$ cat src/rtl/pixel_operator_pipe.sv
// Two-stage streaming point operator (pass/sub/add/threshold/invert/window) per channel,
// with frame-synchronous config. Optional saturation statistics when FRAME_STATS_EN is defined.
module pixel_operator_pipe #(
  parameter int PIX_W  = 12,
  parameter int NUM_CH = 1,
  parameter int MODE_W = 3
) (
  input  logic                    clock,
  input  logic                    reset_n,
  input  logic                    s_valid,
  output logic                    s_ready,
  input  logic [NUM_CH*PIX_W-1:0] s_data,
  input  logic                    s_sof,
  input  logic                    s_eof,
  output logic                    m_valid,
  input  logic                    m_ready,
  output logic [NUM_CH*PIX_W-1:0] m_data,
  output logic                    m_sof,
  output logic                    m_eof,
  input  logic                    cfg_wr,
  input  logic [MODE_W-1:0]       cfg_mode,
  input  logic [PIX_W-1:0]        cfg_value,
  input  logic [PIX_W-1:0]        cfg_thresh,
  output logic                    cfg_pending,
  output logic [31:0]             stat_sat_cnt,
  output logic                    stat_valid
);

  localparam logic [PIX_W-1:0] MAX = {PIX_W{1'b1}};

  function automatic logic [PIX_W-1:0] f_point_op(input logic [MODE_W-1:0] mode,
                                                  input logic [PIX_W-1:0] x,
                                                  input logic [PIX_W-1:0] v,
                                                  input logic [PIX_W-1:0] t);
    logic [PIX_W:0] sum;
    sum = {1'b0, x} + {1'b0, v};
    case (mode)
      MODE_W'(32'd1): return (x < v) ? '0 : x - v;
      MODE_W'(32'd2): return sum[PIX_W] ? MAX : sum[PIX_W-1:0];
      MODE_W'(32'd3): return (x > t) ? MAX : '0;
      MODE_W'(32'd4): return MAX - x;
      MODE_W'(32'd5): return (x >= v && x <= t) ? x : '0;
      default:        return x;
    endcase
  endfunction

  logic                    r_s1_valid, r_s1_sof, r_s1_eof;
  logic [NUM_CH*PIX_W-1:0] r_s1_data;
  logic                    r_m_valid, r_m_sof, r_m_eof;
  logic [NUM_CH*PIX_W-1:0] r_m_data;
  logic [MODE_W-1:0]       r_act_mode, r_sh_mode;
  logic [PIX_W-1:0]        r_act_value, r_act_thresh, r_sh_value, r_sh_thresh;
  logic                    r_pending;

  logic                    w_adv, w_acc, w_load;
  logic [MODE_W-1:0]       w_mode;
  logic [PIX_W-1:0]        w_value, w_thresh;
  logic [NUM_CH*PIX_W-1:0] w_s1_data;

  assign w_adv       = !r_m_valid || m_ready;
  assign w_acc       = s_valid && w_adv;
  assign w_load      = w_acc && s_sof && (r_pending || cfg_wr);
  assign s_ready     = w_adv;
  assign m_valid     = r_m_valid;
  assign m_data      = r_m_data;
  assign m_sof       = r_m_sof;
  assign m_eof       = r_m_eof;
  assign cfg_pending = r_pending;

  // Config seen by the incoming beat: a sof beat may switch to the new config in the same cycle.
  always_comb begin
    w_mode   = r_act_mode;
    w_value  = r_act_value;
    w_thresh = r_act_thresh;
    if (w_load && cfg_wr) begin
      w_mode   = cfg_mode;
      w_value  = cfg_value;
      w_thresh = cfg_thresh;
    end else if (w_load) begin
      w_mode   = r_sh_mode;
      w_value  = r_sh_value;
      w_thresh = r_sh_thresh;
    end else begin
      w_mode   = r_act_mode;
      w_value  = r_act_value;
      w_thresh = r_act_thresh;
    end
  end

  // Apply the operation to each channel independently.
  always_comb begin
    w_s1_data = '0;
    for (int k = 0; k < NUM_CH; k++) begin
      w_s1_data[k*PIX_W +: PIX_W] = f_point_op(w_mode, s_data[k*PIX_W +: PIX_W], w_value, w_thresh);
    end
  end

  // Shadow and active config registers.
  always_ff @(posedge clock or negedge reset_n) begin
    if (!reset_n) begin
      r_act_mode   <= '0;
      r_act_value  <= '0;
      r_act_thresh <= '0;
      r_sh_mode    <= '0;
      r_sh_value   <= '0;
      r_sh_thresh  <= '0;
      r_pending    <= 1'b0;
    end else begin
      if (cfg_wr) begin
        r_sh_mode   <= cfg_mode;
        r_sh_value  <= cfg_value;
        r_sh_thresh <= cfg_thresh;
      end
      if (w_load) begin
        r_act_mode   <= w_mode;
        r_act_value  <= w_value;
        r_act_thresh <= w_thresh;
        r_pending    <= 1'b0;
      end else if (cfg_wr) begin
        r_pending <= 1'b1;
      end
    end
  end

  // Compute stage and output register; both shift together on advance.
  always_ff @(posedge clock or negedge reset_n) begin
    if (!reset_n) begin
      r_s1_valid <= 1'b0;
      r_s1_data  <= '0;
      r_s1_sof   <= 1'b0;
      r_s1_eof   <= 1'b0;
      r_m_valid  <= 1'b0;
      r_m_data   <= '0;
      r_m_sof    <= 1'b0;
      r_m_eof    <= 1'b0;
    end else if (w_adv) begin
      r_s1_valid <= s_valid;
      r_s1_data  <= w_s1_data;
      r_s1_sof   <= s_valid && s_sof;
      r_s1_eof   <= s_valid && s_eof;
      r_m_valid  <= r_s1_valid;
      r_m_data   <= r_s1_data;
      r_m_sof    <= r_s1_sof;
      r_m_eof    <= r_s1_eof;
    end
  end

`ifdef FRAME_STATS_EN
  localparam int CNT_W = $clog2(NUM_CH + 1);

  function automatic logic f_clamped(input logic [MODE_W-1:0] mode,
                                     input logic [PIX_W-1:0] x,
                                     input logic [PIX_W-1:0] v);
    logic [PIX_W:0] sum;
    sum = {1'b0, x} + {1'b0, v};
    case (mode)
      MODE_W'(32'd1): return x < v;
      MODE_W'(32'd2): return sum[PIX_W];
      default:        return 1'b0;
    endcase
  endfunction

  logic [CNT_W-1:0] w_s1_sat, r_s1_sat, r_m_sat;
  logic [32:0]      w_acc_sum;
  logic [31:0]      w_acc_next, r_acc, r_stat_cnt;
  logic             w_out_acc, r_stat_valid;

  assign w_out_acc    = r_m_valid && m_ready;
  assign stat_sat_cnt = r_stat_cnt;
  assign stat_valid   = r_stat_valid;

  // Number of clamped channels in the incoming beat.
  always_comb begin
    w_s1_sat = '0;
    for (int k = 0; k < NUM_CH; k++) begin
      w_s1_sat = w_s1_sat + CNT_W'(f_clamped(w_mode, s_data[k*PIX_W +: PIX_W], w_value));
    end
  end

  // A sof beat restarts the running count; the sum saturates at all-ones.
  always_comb begin
    w_acc_sum  = (r_m_sof ? 33'd0 : {1'b0, r_acc}) + {{(33-CNT_W){1'b0}}, r_m_sat};
    w_acc_next = w_acc_sum[32] ? 32'hFFFF_FFFF : w_acc_sum[31:0];
  end

  // Statistics pipeline, running counter and per-frame result latch.
  always_ff @(posedge clock or negedge reset_n) begin
    if (!reset_n) begin
      r_s1_sat     <= '0;
      r_m_sat      <= '0;
      r_acc        <= 32'd0;
      r_stat_cnt   <= 32'd0;
      r_stat_valid <= 1'b0;
    end else begin
      if (w_adv) begin
        r_s1_sat <= w_s1_sat;
        r_m_sat  <= r_s1_sat;
      end
      if (w_out_acc) begin
        r_acc <= w_acc_next;
      end
      r_stat_valid <= w_out_acc && r_m_eof;
      if (w_out_acc && r_m_eof) begin
        r_stat_cnt <= w_acc_next;
      end
    end
  end
`else
  assign stat_sat_cnt = 32'd0;
  assign stat_valid   = 1'b0;
`endif

endmodule
$ cat config.mk
export PLATFORM = sky130hd
export DESIGN_NAME = pixel_operator_pipe
export DESIGN_NICKNAME = d
export VERILOG_FILES = /design/src/rtl/pixel_operator_pipe.sv
export SDC_FILE = /design/constraint.sdc
export NUM_CORES = 1
export LEC_CHECK = 0
export CELL_PAD_IN_SITES_DETAIL_PLACEMENT = 1
export CELL_PAD_IN_SITES_GLOBAL_PLACEMENT = 2
export CORE_MARGIN = 10
export CORE_UTILIZATION = 31
export CTS_BUF_LIST = sky130_fd_sc_hd__clkbuf_4
export DETAILED_ROUTE_END_ITERATION = 6
export PLACE_DENSITY_LB_ADDON = 0.1
export SLEW_MARGIN = 5
export SYNTH_ARGS = -nofsm -noshare
export SYNTH_HDL_FRONTEND = slang
export SYNTH_SLANG_ARGS = --single-unit
$ cat constraint.sdc
create_clock -name clock -period 3.75 [get_ports clock]
set_input_delay 0.5625 -clock clock [delete_from_list [all_inputs] [get_ports clock]]
set_output_delay 0.5625 -clock clock [all_outputs]
set_load 0.005 [all_outputs]
======== Yosys cells after proc, flatten, opt, wreduce, memory -nomap -nowiden ========
Index checks and enable logic that the tools add are counted.
cells by class
  reduce and logical (&&, ||, !) cells .... 11
  add/sub/neg operators ................... 3
  order comparisons ....................... 4
  mux-type cells .......................... 13
  equality and inequality tests ........... 5
operators by type and width
  kind                                                                    number
  12-bit two-way mux                                                      8
  12-bit case mux with 5 select lines                                     1
  12-bit by 12-bit adder with 13-bit output                               1
  12-bit greater-or-equal comparator                                      1
  12-bit greater-than comparator                                          1
  12-bit less-or-equal comparator                                         1
  12-bit < comparator                                                     1
  12-bit subtractor                                                       1
  12-bit subtractor (first input constant)                                1
  1-bit logical AND                                                       7
  3-bit by 2-bit equality test with 1-bit output (second input constant)  2
  3-bit equality test (second input constant)                             2
  3-bit two-way mux                                                       2
  3-bit by 1-bit equality test with 1-bit output (second input constant)  1
  1-bit logical OR                                                        2
  1-bit two-way mux                                                       2
  2-bit nonzero test                                                      1
  1-bit logical NOT                                                       1
storage, ports and cells
  logic and storage cells ................. 51
  output and inout port bits .............. 50
  register bits ........................... 85
  bits of input ports ..................... 46

======== Longest topological paths before layout ========
Gate-level depths: netlist (run 1).
  depth after elaboration ................. 11
  depth in mapped cells ................... 19

======== Worst setup path before layout (run 1) ========
No wires, ideal clock.
  kind .................................... input port to flip-flop
  start ................................... input port s_sof
  end ..................................... register r_s1_data[2]
  path slack .............................. -66 ps
  stages on the path ...................... 16
  data required time ...................... 3673 ps
  path buffers ............................ 2
  library setup time ...................... 77 ps
  arrival ................................. 3738 ps
  path through ............................ and2_1 buf_6 nand2_4 nor2_1 buf_2 mux2i_1 o21ai_0 ha_1 fa_1 nor2_1 o311ai_1 a21oi_1 o21ai_2 o311ai_4 a222oi_1 a21oi_1
on the way
  longest elaborated chain between the ends .. 8
  elaborated cells between the ends (all ways) .. 26
  classes of those cells .................. 2 x add/sub; 4 x order compare; 5 x eq/ne; 11 x mux; 4 x reduce/logical
ends and longest elaborated chain
  item                                                     line    source
  start, declared                                          13      input logic s_sof,
  1-bit logical AND * (2 in series)                        62      assign w_load = w_acc && s_sof && (r_pending || cfg_wr);
  12-bit two-way mux or 1-bit logical AND (tied branches)  79, 75
  12-bit two-way mux *                                     75      if (w_load && cfg_wr) begin
  via w_value[0]                                           57      logic [PIX_W-1:0] w_value, w_thresh;
  12-bit greater-or-equal comparator                       42      MODE_W'(32'd5): return (x >= v && x <= t) ? x : '0;
  1-bit logical AND                                        42
  12-bit two-way mux                                       42
  12-bit case mux with 5 select lines *                    37      case (mode)
  end signal, assigned                                     138     r_s1_data <= w_s1_data;
  end, declared                                            48      logic [NUM_CH*PIX_W-1:0] r_s1_data;
Mark *: on every way through the listed nets, which the timed path passes. The rest lies on a longest branch.
A chain may end at the register's enable or synchronous reset.

======== Final worst setup path (run 1) ========
  start ................................... register r_m_valid (netlist: m_valid)
  end ..................................... register r_s1_data[4]
on the way
  longest elaborated chain between the ends .. 11
  elaborated cells between the ends (all ways) .. 29
  classes of those cells .................. 2 x add/sub; 4 x order compare; 5 x eq/ne; 11 x mux; 7 x reduce/logical
ends and longest elaborated chain
  item                                                                                   line    source
  start, declared                                                                        49      logic r_m_valid, r_m_sof, r_m_eof;
  start signal, assigned                                                                 141     r_m_valid <= r_s1_valid;
  1-bit logical NOT *                                                                    60      assign w_adv = !r_m_valid || m_ready;
  1-bit logical OR *                                                                     60
  1-bit logical AND                                                                      61      assign w_acc = s_valid && w_adv;
  1-bit logical AND (2 in series)                                                        62
  12-bit two-way mux or 1-bit logical AND (tied branches)                                79, 75
  12-bit two-way mux                                                                     75
  12-bit greater-or-equal comparator or 12-bit less-or-equal comparator (tied branches)  42
  1-bit logical AND                                                                      42
  12-bit two-way mux                                                                     42
  12-bit case mux with 5 select lines                                                    37
Every way passes the cells marked *; elsewhere a longest branch is shown, timed or not.

==> results of run 1 <==
-- cells in the final DEF, fill, tap and decap left out, types with 4 or more instances in the layout --
cell type,count
dfrtp_1,85
a21oi_1,28
nand3_1,12
nand2_1,81
a221o_1,13
nor2_1,42
mux2_2,24
nand2b_1,8
a21o_1,6
xnor2_1,5
conb_1,33
mux2i_1,15
nor2b_1,13
nor3_1,9
a31oi_1,11
buf_4,108
buf_6,4
a211oi_1,4
o21ai_1,11
clkbuf_4,10
o22ai_1,5
xor2_1,4
nand4_1,6
clkdlybuf4s50_1,57
inv_1,37
o21ai_0,30
ha_1,38
-- final cells by class --
cell class              count  area (um2)
fillers                  2110       10600
multi-input cells         474        3400
flip-flops and latches     85        2130
repair buffers            178        1580
well taps                 229         287
inverters                  42         165
clock buffers              10        75.1
clock inverters             4        17.5
-- state kept, by name (all words and copies together), names as in the netlist, 3 cells and up --
register      flops
r_act_mode        3
m_data           12
r_sh_mode         3
r_s1_data        12
r_act_thresh     12
r_act_value      12
r_sh_thresh      12
r_sh_value       12
-- critical path, cell delays in order, from the launching register on --
cell	delay [ns]
dfrtp_1	0.37
nor2b_4	0.15
inv_2	0.06
buf_4	0.13
and3_4	0.20
buf_12	0.14
a21oi_4	0.13
nor2_1	0.04
a221o_1	0.31
inv_2	0.08
ha_4	0.12
nor2b_1	0.11
o211ai_1	0.11
a211o_1	0.31
a31oi_1	0.20
buf_4	0.17
o311ai_4	0.09
buf_6	0.15
a222oi_1	0.41
a21oi_1	0.12
-- final timing paths --
check	end	depth (start not counted)	slack (ns)	startpoint
min reg2reg	m_eof	2	0.48	m_eof
max	r_s1_data[4]	19	0.19	m_valid
min	m_data[10]	1	0.25	reset_n
min in group clock	r_s1_valid	4	0.46	s_valid
max reg2reg	r_s1_data[4]	19	0.19	m_valid
max in group asynchronous	r_sh_thresh[6]	2	2.73	reset_n
-- where the power goes --
part / leakage (nW) / internal (W) / switching (W)
Combinational: 2.45 / 0.00108 / 0.00112
Sequential: 1.01 / 0.00116 / 0.000123
Clock: 0.0570 / 0.000131 / 0.000316
Total: 3.51 / 0.00237 / 0.00156
-- logic make-up after synthesis --
family                   count (synthesis)
AND/OR/NAND/NOR                        196
AO/OA/AOI/OAI                          152
buffers and inverters                  105
flip-flops                              85
adder cells (fa/ha/maj)                 42
multiplexers                            42
XOR/XNOR                                 9
other                                    1
-- what timing repair did --
action / in CTS / in global routing
endpoints found under the setup margin: 12 / 12
resized for setup: 13 / 43
setup buffers: 0 / 2
pin swaps: 4 / 13
gates cloned: 0 / 3
-- metrics by stage --
stage               setup WS (ns)  hold slack, ns
CTS                       0.00862           0.246
global placement           -0.605           0.446
global route             0.000730           0.288
floorplan                 0.00180           0.267
finish                      0.192           0.245
detailed placement         -0.784           0.460
-- per-layer routing --
| metal | GRT usage [%] | wire [um] | vias up |
|---|---|---|---|
| met1 | 19.1 | 9020 | 2449 |
| met3 | 3.43 | 724 | 10 |
| li1 | - | - | 2481 |
| met2 | 24.3 | 8610 | 78 |
| met5 | 0 | 0 | - |
| met4 | 3.10 | 136 | 0 |
==> summary.md, run 1 <==
| Metric | Value |
|---|---|
| Status | completed |
| Worst-margin pin slew | 0.980 ns |
| Rows | 49 |
| H-tree levels | 3 |
| # DRC | 0 |
| Avg Cell Area, Syn | between 9 and 10 um2 |
| Initial Util | between 30% and 40% |
| Setup TNS | 0 ns |
| Worst Path Class, Setup | reg -> reg |
| Slew Limit Fails | 0 |
| Hold_buf cts | 0 |
| Top FF cell, synth | dfrtp_1 |
| Commonest cells post-synth | dfrtp_1, nand2_1, nor2_1 |
| Fin. Hold Viols | 0 |
| Cell variety after synth | slightly below 70 |
| Non-Filler Instances | around 1000 |
| Die Y | 157 um |
| Fin area | 0.00765 mm2 |
| Mux contribution to synthesized area | 7.77% |
| Synth-to-Final Area Change | 32.0% |
| Share of cells above drive strength 1 | 25.7% |
| Headroom to the max-slew limit | 34.7% |
| Main combinational cell family by area after synthesis | compound AO/OA/AOI/OAI gates |
| Cell Area, Synth | 0.00580 mm2 |
| Number of synthesized flops with an enable pin | 0 |
| Final design utilization | 42.0% |
| Post-Synth XOR/XNOR Area | 1.36% |
| Min Clock Period, post-route | 3.56 ns |
| Adder-Cell Fraction of Synth Area | 9.32% |
| Vias in the first global route | 5454 |
| Core area | 0.0182 mm2 |
| IO buf count | 62 |
| Fin crit share | 94.9% |
| Worst Setup Start Kind | flop |
| Largest net degree at the start of global routing | 74 |
| Clk sinks | 85 |
| GRT Util Overall | 14.7% |
| Number of buffers created by CTS | 9 |
| Antenna Violating Nets Remaining | 0 |
| Max Freq | 281 MHz |
| Routed WL per cell | 18.1 um |
| Final setup viols | 0 |
| Unrepaired setup endpoints after global routing | no |
| Seq cells post-synth | 85 |
| Hold Crit Class | in -> async |
| DRT iter0 DRCs | about 170 |
| Placed insts | 1003 |
| Ys async rst share | 100% |
| Worst VDD drop | between 0.2 and 0.25 mV |
| Simple logic cell fraction of the synthesized area | 15.9% |
| I/O pin cnt | between 90 and 100 |
| First-pass GRT wire length | 28.9 mm |
| Synth Area in Compound Gates | 19.1% |
| Worst-path fanout max | 6 |
| Clk_skew | 0.0197 ns |
| N_diodes | 0 |
| GP Congestion | between 0.8 and 0.9 |
| Arr. time, crit path | 3.89 ns |
| Max Cap Viol | 0 |
| HPWL Detailed | 14.3 mm |
| Critical Path RT | 4.08 ns |
| Die X | 157 um |
| Area leader, netlist | dfrtp_1 |
| Initial DRT Pass Iterations | 5 |
| Final total power | 0.00393 W |
| CTS tree | yes |
| Area of placed instances | ~0.0073 mm2 |
| Top cell type's share of synthesized area | 36.7% |
| Setup crit end kind | flop |
| Leak Pwr | 3.51 nW |
| Synth warn | 0 |
| Fin nets | 878 |
| Antenna violations before repair | 0 |
| Vias post-DR | between 5000 and 6000 |
| Final Routed Wirelength | ~18 mm |
| Clk Latency, worst-skew pair | about 0.46 ns |
| Post-synthesis sequential area ratio | a little under two fifths |
| Largest cells by area after synthesis | dfrtp_1, ha_1, nand2_1, mux2_2, buf_4 |
| Most numerous cell in the Yosys netlist | dfrtp_1 |
| Overflow after GRT | 0 |
| CTS Buffer Depth | 2 |
| Routed vias/inst | just under 5 |
| Cell count after synthesis | 632 |
| Worst-path clk slew | 0.13 ns |
| Power per Cell Area | 514 mW/mm2 |
| Die area | around 0.025 mm2 |
| Clk Tree Root Cell | clkbuf_4 |
Power figures use the tool's default switching activity.
==> inputs of run 2 (changes only) <==
--- a/config.mk
+++ b/config.mk
@@ -7,9 +7,10 @@
 export LEC_CHECK = 0
 export CELL_PAD_IN_SITES_DETAIL_PLACEMENT = 1
 export CELL_PAD_IN_SITES_GLOBAL_PLACEMENT = 2
-export CORE_MARGIN = 10
+export CORE_MARGIN = 2
 export CORE_UTILIZATION = 31
 export CTS_BUF_LIST = sky130_fd_sc_hd__clkbuf_4
+export CTS_CLUSTER_DIAMETER = 60
 export DETAILED_ROUTE_END_ITERATION = 6
 export PLACE_DENSITY_LB_ADDON = 0.1
 export SLEW_MARGIN = 5
==> run 2 against run 1 <==
Effect of this change: non-clock buffer count is 6 lower; combinational power hardly changed; final cell count is 0.39% higher; die area is 19% lower; global-route usage is 3.4 points higher; critical path depth stayed put; total power is 5.6% higher; largest power group unchanged.
==> summary.md, run 2 (same netlist as run 1, synthesis figures left out) <==
| Metric | Value |
|---|---|
| Commonest non-fill, non-tap cell in the layout | buf_4 |
| Rows | 50 (+2.0%) |
| Worst Path Class, Setup | reg -> reg |
| DRT iter0 DRCs | 169 (-2.3%) |
| Crit path max-delay cell type | dfrtp_1 |
| Initial Util | 31.3% (-0.53 points) |
| Vias post-DR | 5107 (+1.8%) |
| Max Cap Viol | 0 (unchanged) |
| Synth-to-Final Area Change | 32.7% |
| Most frequent CP cell | buf_4 |
| IO buf count | 62 (unchanged) |
| Crit-path cells | nor2b_4 > inv_2 > nand2_4 > nor2_2 > buf_6 > buf_4 > mux2i_1 > o21ai_1 > ha_1 > inv_2 > buf_4 > a221oi_2 > buf_4 > a211oi_4 > o2111ai_2 > buf_4 > nor2_1 > a221oi_1 > a21oi_1 |
| Most frequent cells in the layout | buf_4, dfrtp_1, nand2_1 |
| Worst-margin pin slew | 0.944 ns (-0.0359 ns) |
| GRT Util Overall | 18.1% (+3.4 points) |
| Hold Crit Class | in -> async |
| # DRC | 0 (unchanged) |
| Fin nets | 873 (-0.57%) |
| Min Clock Period, post-route | 3.50 ns (-0.0588 ns) |
| Clk_skew | 0.0201 ns (+0.000386 ns) |
| Arr. time, crit path | 3.83 ns (-0.06 ns) |
| Worst Setup Start Kind | flop |
| Fin crit share | 93.3% (-1.6 points) |
| CP Buf/Inv Count | 7 (+1) |
| Status | completed |
| Die Y | 141 um (-10%) |
| Power per Cell Area | 539 mW/mm2 (+5.0%) |
| Slew Limit Fails | 0 (unchanged) |
| Fin area | 0.00769 mm2 (+0.52%) |
| Vias in the first global route | 5375 (-1.4%) |
| Headroom to the max-slew limit | 37.1% (+2.4 points) |
| Worst-path clk slew | 0.14 ns (about the same) |
| Leak Pwr | 3.52 nW (+0.29%) |
| Fill cells | 2144 (+1.6%) |
| Routed vias/inst | 4.98 (+1.4%) |
| Die area | 0.0198 mm2 (-19%) |
| Clk Tree Root Cell | clkbuf_4 |
| Area of placed instances | 0.00723 mm2 (-0.81%) |
| H-tree levels | 3 (unchanged) |
| Critical Path RT | 4.08 ns (about the same) |
| Initial DRT Pass Iterations | 4 (-1) |
| Antenna violations before repair | 1 (+1) |
| Worst-path fanout max | 7 (+1) |
| Max Freq | 286 MHz (+1.7%) |
| Share of cells above drive strength 1 | 25.6% (-0.16 points) |
| Hold_buf cts | 0 (unchanged) |
| Routed WL per cell | 17.2 um (-5.1%) |
| First-pass GRT wire length | 28.3 mm (-2.1%) |
| Clk sinks | 85 (unchanged) |
| Antenna Violating Nets Remaining | 0 (unchanged) |
| Worst VDD drop | 0.246 mV (+6.1%) |
| Hold Slack | 0.229 ns (-0.0160 ns) |
| Largest net degree at the start of global routing | 72 (-2.7%) |
| Final Routed Wirelength | 17.6 mm (-4.8%) |
| Worst path top cell family by delay | compound AO/OA/AOI/OAI gates |
| Die X | 141 um (-10%) |
| CTS tree | yes |
| HPWL Detailed | 13.8 mm (-3.2%) |
| Number of buffers created by CTS | 9 (unchanged) |
| Crit path largest cell delay | 0.40 ns (about the same) |
| Fin. Hold Viols | 0 (unchanged) |
| I/O pin cnt | 96 (unchanged) |
| Final setup viols | 0 (unchanged) |
| Setup crit end kind | flop |
| Overflow after GRT | 0 (unchanged) |
| GP Congestion | 0.835 (-1.4%) |
| Clk Latency, worst-skew pair | 0.46 ns (about the same) |
| Core area | 0.0185 mm2 (+1.7%) |
| CTS Buffer Depth | 2 (unchanged) |
==> run 2: final timing paths <==
path | startpoint | endpoint | slack, ns | cells past startpoint
hold / removal | reset_n | m_data[10] | 0.23 | 1
setup reg to reg | m_valid | r_s1_data[1] | 0.25 | 19
min in group clock | s_valid | r_s1_valid | 0.47 | 4
max in group asynchronous | reset_n | r_sh_thresh[3] | 2.71 | 2
hold reg to reg | m_data[4] | m_data[4] | 0.48 | 2
setup / recovery | m_valid | r_s1_data[1] | 0.25 | 19
==> run 2: layout make-up <==
| cell class | instances | area (um2) | share of cell area (%) |
|---|---|---|---|
| well taps | 234 | 293 | 3.81 |
| clock inverters | 6 | 101 | 1.32 |
| multi-input cells | 475 | 3440 | 44.7 |
| flip-flops and latches | 85 | 2130 | 27.6 |
| clock buffers | 10 | 75.1 | 0.976 |
| inverters | 42 | 165 | 2.15 |
| repair buffers | 172 | 1490 | 19.3 |
| diodes | 2 | 5.00 | 0.0651 |
==> run 2: stage by stage <==
stage / total power, W / instances / utilization [%] / setup TNS (ns) / worst slack [ns]
floorplan: 0.00245 / 664 / - / 0 / 0.00180
global placement: 0.00326 / 1001 / 39.0 / -7.82 / -0.709
detailed placement: 0.00333 / 1001 / 39.0 / -8.55 / -0.801
CTS: 0.00407 / 1018 / 40.4 / 0 / 0.000438
global route: 0.00449 / 1026 / 41.5 / -0.0180 / -0.0180
finish: 0.00415 / 1026 / 41.5 / 0 / 0.251
==> run 2: power by group <==
| group | internal [W] | switching (W) | total, W |
|---|---|---|---|
| sequential | 0.00116 | 0.000128 | 0.00129 |
| clock | 0.000339 | 0.000325 | 0.000664 |
| combinational | 0.00106 | 0.00113 | 0.00219 |
| total | 0.00257 | 0.00158 | 0.00415 |
==> run 2: what timing repair did <==
action	in CTS	in global routing
buffers inserted	0	6
gates cloned	1	0
setup endpoints to repair	12	12
resized for setup	15	46
pin swaps	5	17
==> run 2: layer usage <==
layer  global-route usage, %  part of all wire, %  vias to the layer above  wire length [um]
met5                       0                    0                        -                 0
met2                    31.6                   50                       90              8770
met3                    2.99                  2.9                       13               513
li1                        -                    -                     2471                 -
met1                    23.7                   46                     2533              8150
met4                    4.00                 0.99                        0               174
==> RTL change 1 (settings of run 2) <==
`PIX_W`: 12 -> 14.
--- a/src/rtl/pixel_operator_pipe.sv
+++ b/src/rtl/pixel_operator_pipe.sv
@@ -3,3 +3,3 @@
 module pixel_operator_pipe #(
-  parameter int PIX_W  = 12,
+  parameter int PIX_W  = 14,
   parameter int NUM_CH = 1,
Interface: changed (resized cfg_thresh, cfg_value, m_data and s_data); port bits go from 96 to 104. No check against the original RTL was run, so the function may have changed too.
==> RTL change 1 against run 2 <==
Worst setup slack worse by 180 ps. Power increased by 13%. Non-clock buffer count rose by 84. Critical path depth stayed put. Combinational power grew 24%. Routed wire length increased by 25%. Area after synthesis grew 9.5%. Final area up 23%. Sequential cell count rose by 12. Sequential power rose by 12%. Largest cell class unchanged. Largest power group unchanged.
==> RTL change 1: results (changes against run 2) <==
| Metric | Value |
|---|---|
| Layout cells sized above 1 | `36.0% (+10 points)` |
| Synth Instances | `708 (+12%)` |
| Overall routing resource usage | `20.6% (+2.5 points)` |
| DR WL met2 | `11.2 mm (+28%)` |
| Worst-path clk slew | `170 ps (+30 ps)` |
| Worst vdd ir | `0.149 mV (-39%)` |
| Top post-synthesis cells by area | `dfrtp_1 38%, ha_1 9.1%, nand2_1 6.3%, mux2_2 5.5%, buf_4 4.0%` |
| DP HPWL | `17.0 mm (+23%)` |
| Area grow syn2layout | `48.9%` |
| 1st-iter DRT viols | `185 (+9.5%)` |
| Seq/Total Area, Yosys | `38.3% (+1.6 points)` |
| Insertion delay to the later sink of the worst-skew pair | `490 ps (+30 ps)` |
| WP data arrival | `4040 ps (+210 ps)` |
| Final nets | `1041 (+19%)` |
| Routed wire length | `22.0 mm (+25%)` |
| Placed cell area | `8360 µm² (+16%)` |
| Critical Path Max Stage Delay | `420 ps (+20 ps)` |
| Port Buf Inserts | `70 (+13%)` |
| Dpl cells | `1175 (+17%)` |
| Static Leak | `4.27 nW (+21%)` |
| Via count | `5969 (+17%)` |
| Fmax | `272 MHz (-4.8%)` |
| Number of global-route vias before repair | `6628 (+23%)` |
| Most frequent cells after synthesis | `107 x nand2_1, 97 x dfrtp_1, 67 x nor2_1, 46 x ha_1, 46 x inv_1` |
| Outcome | `finished, final reports clean` |
| Reg2reg end | `r_s1_data[12]$_DFFE_PN0N_` |
| Largest net degree at the start of global routing | `79 (+9.7%)` |
| Met3 Track Usage GR | `2.48% (-0.50 points)` |
| GRT met2 Usage | `37.0% (+5.5 points)` |
| Clock skew | `31.3 ps (+11.2 ps)` |
| Met3 Routed Length | `673 µm (+31%)` |
| Worst relative slew slack | `33.7% (-3.4 points)` |
| Fillcell total | `2367 (+10%)` |
| Reg-to-reg setup timing slack | `70 ps (-180 ps)` |
| Routing usage on met1 | `25.7% (+2.0 points)` |
| Unique masters post-synth | `64 (-5.9%)` |
[RTL change 1: cell count changes after synthesis, sizes merged, moves of 7 or more]
cell          run 2  this run
a31oi            12        39
nand2            84       107
inv              42        49
xnor2             5        14
a22o              1        26
nor2b            15         6
a221o            13         0
o21ai            43        21
dfrtp            85        97
nor2             46        67
mux2i            18         3
mux2             24        31
[RTL change 1: area by class of cell]
cell class,instances,share of cell area (%)
Tap cell,270,3.58
Antenna cell,1,0.0265
Multi-Input combinational cell,528,44.1
Clock inverter,6,0.450
Timing Repair Buffer,256,23.4
Sequential cell,97,25.7
Clock buffer,10,0.795
Inverter,49,1.95
[RTL change 1: kinds of logic after synthesis]
kind of cell / share of synthesized area, %
compound gates: 20.1
xor+xnor: 2.48
fa+ha+maj: 9.70
buf+inv: 9.15
flops: 38.3
mux: 5.98
other cells: 0.0591
simple gates: 14.3
[RTL change 1: worst min path at each step]
stage          cells past startpoint  slack (ps)                       to                   start
2_1_floorplan                      0         270  cfg_pending$_DFFE_PN0P_                 reset_n
3_5_place_dp                       2         460    m_data[5]$_DFFE_PN0N_   m_data[5]$_DFFE_PN0N_
6_report                           1         200        m_eof$_DFFE_PN0N_                 reset_n
5_1_grt                            1         270     r_s1_eof$_DFFE_PN0N_                 reset_n
4_1_cts                            1         230        m_eof$_DFFE_PN0N_                 reset_n
3_3_place_gp                       2         440   r_s1_valid$_DFFE_PN0N_  r_s1_valid$_DFFE_PN0N_
[RTL change 1: power by group]
part	internal [mW]	switching, mW
combinational	1.39	1.32
clock	0.145	0.380
sequential	1.31	0.134
total	2.85	1.83
[RTL change 1: timing repair]
action / CTS / global route
hold endpoints to repair: 0 / 0
buffers inserted: 12 / 10
gates cloned: 3 / 0
resized for setup: 85 / 60
setup endpoints to repair: 14 / 14
hold buffers: 0 / 0
pin swaps: 37 / 36
==> RTL change 2 (config.mk and constraints of run 2) <==
Without the edit above. Register the input `cfg_thresh` before use, cleared by the reset. The logic sees it one clock later. The other inputs are not delayed to match.
--- a/src/rtl/pixel_operator_pipe.sv
+++ b/src/rtl/pixel_operator_pipe.sv
@@ -30,2 +30,12 @@
 
+  logic [PIX_W-1:0] cfg_thresh_q;
+
+  always_ff @(posedge clock or negedge reset_n) begin
+    if (!reset_n) begin
+      cfg_thresh_q <= '0;
+    end else begin
+      cfg_thresh_q <= cfg_thresh;
+    end
+  end
+
   function automatic logic [PIX_W-1:0] f_point_op(input logic [MODE_W-1:0] mode,
@@ -77,3 +87,3 @@
       w_value  = cfg_value;
-      w_thresh = cfg_thresh;
+      w_thresh = cfg_thresh_q;
     end else if (w_load) begin
@@ -111,3 +121,3 @@
         r_sh_value  <= cfg_value;
-        r_sh_thresh <= cfg_thresh;
+        r_sh_thresh <= cfg_thresh_q;
       end
Function: changed (a bounded check fails within 4 cycles, from zero or initial values and one cycle with reset_n low).
==> RTL change 2 against run 2 <==
Count of clock-buffer cells in the layout is 1 lower. Sequential cell count is 12 higher. Area after synthesis is 7.0% higher. Power is 1.7% higher. Non-clock buffer count is 12 lower. Clock skew is 14 ps higher. Largest cell class unchanged. Global-route usage is 0.35 points lower. Sequential power is 10% higher. Worst setup slack worse by 110 ps. Final area is 4.0% higher. Critical path type is now primary input to flop. Routed wire length is 5.8% higher.
==> RTL change 2: results (changes against run 2) <==
| Metric | Value |
|---|---|
| Overall routing resource usage | `17.8% (-0.35 points)` |
| Placed cell area | `7560 µm² (+4.6%)` |
| 1st-iter DRT viols | `209 (+24%)` |
| CTS buffer count | `9 (unchanged)` |
| RePlAce Congestion | `0.800 (-4.2%)` |
| Top post-synthesis cells by area | `dfrtp_1 39%, ha_1 8.1%, nand2_1 5.1%, mux2_2 4.4%, buf_4 4.1%` |
| Final nets | `879 (+0.69%)` |
| Clock skew | `34.6 ps (+14.5 ps)` |
| Drt wl/cell | `17.6 µm (+2.3%)` |
| Most common cell in the netlist | `dfrtp_1` |
| Insertion delay to the later sink of the worst-skew pair | `500 ps (+40 ps)` |
| Unique masters post-synth | `76 (+12%)` |
| FFs w/ async S/R, synth | `100% (unchanged)` |
| Outcome | `finished, final reports clean` |
| H-tree depth | `3 (unchanged)` |
| DP HPWL | `14.5 mm (+4.6%)` |
| Seq/Total Area, Yosys | `39.1% (+2.4 points)` |
| Most frequent cells after synthesis | `97 x dfrtp_1, 84 x nand2_1, 44 x nor2_1, 41 x o21ai_0, 40 x ha_1` |
| Synth warnings | `0 (unchanged)` |
| First-pass GRT wire length | `29.7 mm (+5.0%)` |
| Critical Path Max Stage Delay | `490 ps (+90 ps)` |
| CP max FO | `6 (-1)` |
| Static Leak | `3.54 nW (+0.44%)` |
| Number of global-route vias before repair | `5502 (+2.4%)` |
| Via count | `5086 (-0.41%)` |
| Largest net degree at the start of global routing | `52 (-28%)` |
| Worst vdd ir | `0.153 mV (-38%)` |
| Hold crit path type | `primary input to asynchronous set/reset pin` |
| Worst-Margin Slew | `713 ps (-230 ps)` |
| Layout cells sized above 1 | `26.0% (+0.47 points)` |
| Worst-path clk slew | `170 ps (+30 ps)` |
| CP max-delay cell | `clkdlybuf4s50_1` |
| 1st-pass router iterations | `4 (unchanged)` |
| Pre-CTS setup slack | `-712 ps (+88.9 ps)` |
RTL change 2: path summary, 6_finish.rpt:
check,from,end,slack (ps),cells past startpoint
setup reg to reg,m_valid$_DFFE_PN0N_,r_s1_data[8]$_DFFE_PN0N_,220,16
setup / recovery,s_sof,r_s1_data[8]$_DFFE_PN0N_,140,16
hold / removal,reset_n,m_data[4]$_DFFE_PN0N_,90,1
min in group clock,cfg_thresh[5],cfg_thresh_q[5]$_DFF_PN0_,470,1
hold reg to reg,r_s1_data[1]$_DFFE_PN0N_,m_data[1]$_DFFE_PN0N_,480,2
max in group asynchronous,reset_n,r_act_thresh[6]$_DFFE_PN0N_,2940,2
RTL change 2: worst max-delay path, delay by kind of cell:
family	cells	cell delay [ps]
compound gates	6	1480
buf+inv	3	800
mux	1	220
fa+ha+maj	1	330
simple gates	5	570
RTL change 2: layout make-up:
class	instances	area (µm²)
fillers	2285	11500
multi-input cells	483	3570
well taps	265	332
inverters	40	163
clock buffers	9	67.6
clock inverters	6	52.6
flip-flops and latches	97	2430
diodes	1	2.50
repair buffers	160	1390
RTL change 2: cell families (layout without fill, tap and decap cells):
logic type      count (synthesis)  count (layout)  synth area share, %
buf+inv                       103             215                 9.58
xor+xnor                       12              12                 1.69
simple gates                  208             209                 16.4
other cells                     1              34               0.0605
flops                          97              97                 39.1
compound gates                144             144                 17.0
mux                            43              43                 7.42
fa+ha+maj                      42              42                 8.71
RTL change 2: metal layers:
metal / track usage, % / vias to the layer above / wire [µm]
met1: 24.0 / 2488 / 8960
met5: 0 / - / 0
met4: 5.49 / 0 / 352
met3: 2.19 / 22 / 529
met2: 29.8 / 87 / 8790
li1: - / 2489 / -
RTL change 2: repair_timing:
item,in CTS,in global routing
cloned,0,1
buffers inserted,1,4
setup endpoints to repair,12,12
pin swaps,1,20
gates resized for setup,12,46
RTL change 2: metrics by stage:
step	instances	hold slack (ps)	utilization, %	setup TNS (ps)
after floorplan	682	267	-	0
after global placement	1039	443	38.7	-6200
after detailed placement	1039	458	38.7	-7260
after CTS	1055	89.6	39.6	0
after global routing	1061	116	41.0	-53.6
final	1061	88.2	41.0	0
RTL change 2: report_power, final:
part / leakage [nW] / internal, mW / switching (mW) / total [mW]
clock: 0.0541 / 0.141 / 0.403 / 0.544
combinational: 2.34 / 1.08 / 1.17 / 2.25
sequential: 1.15 / 1.30 / 0.123 / 1.42
total: 3.54 / 2.53 / 1.70 / 4.22
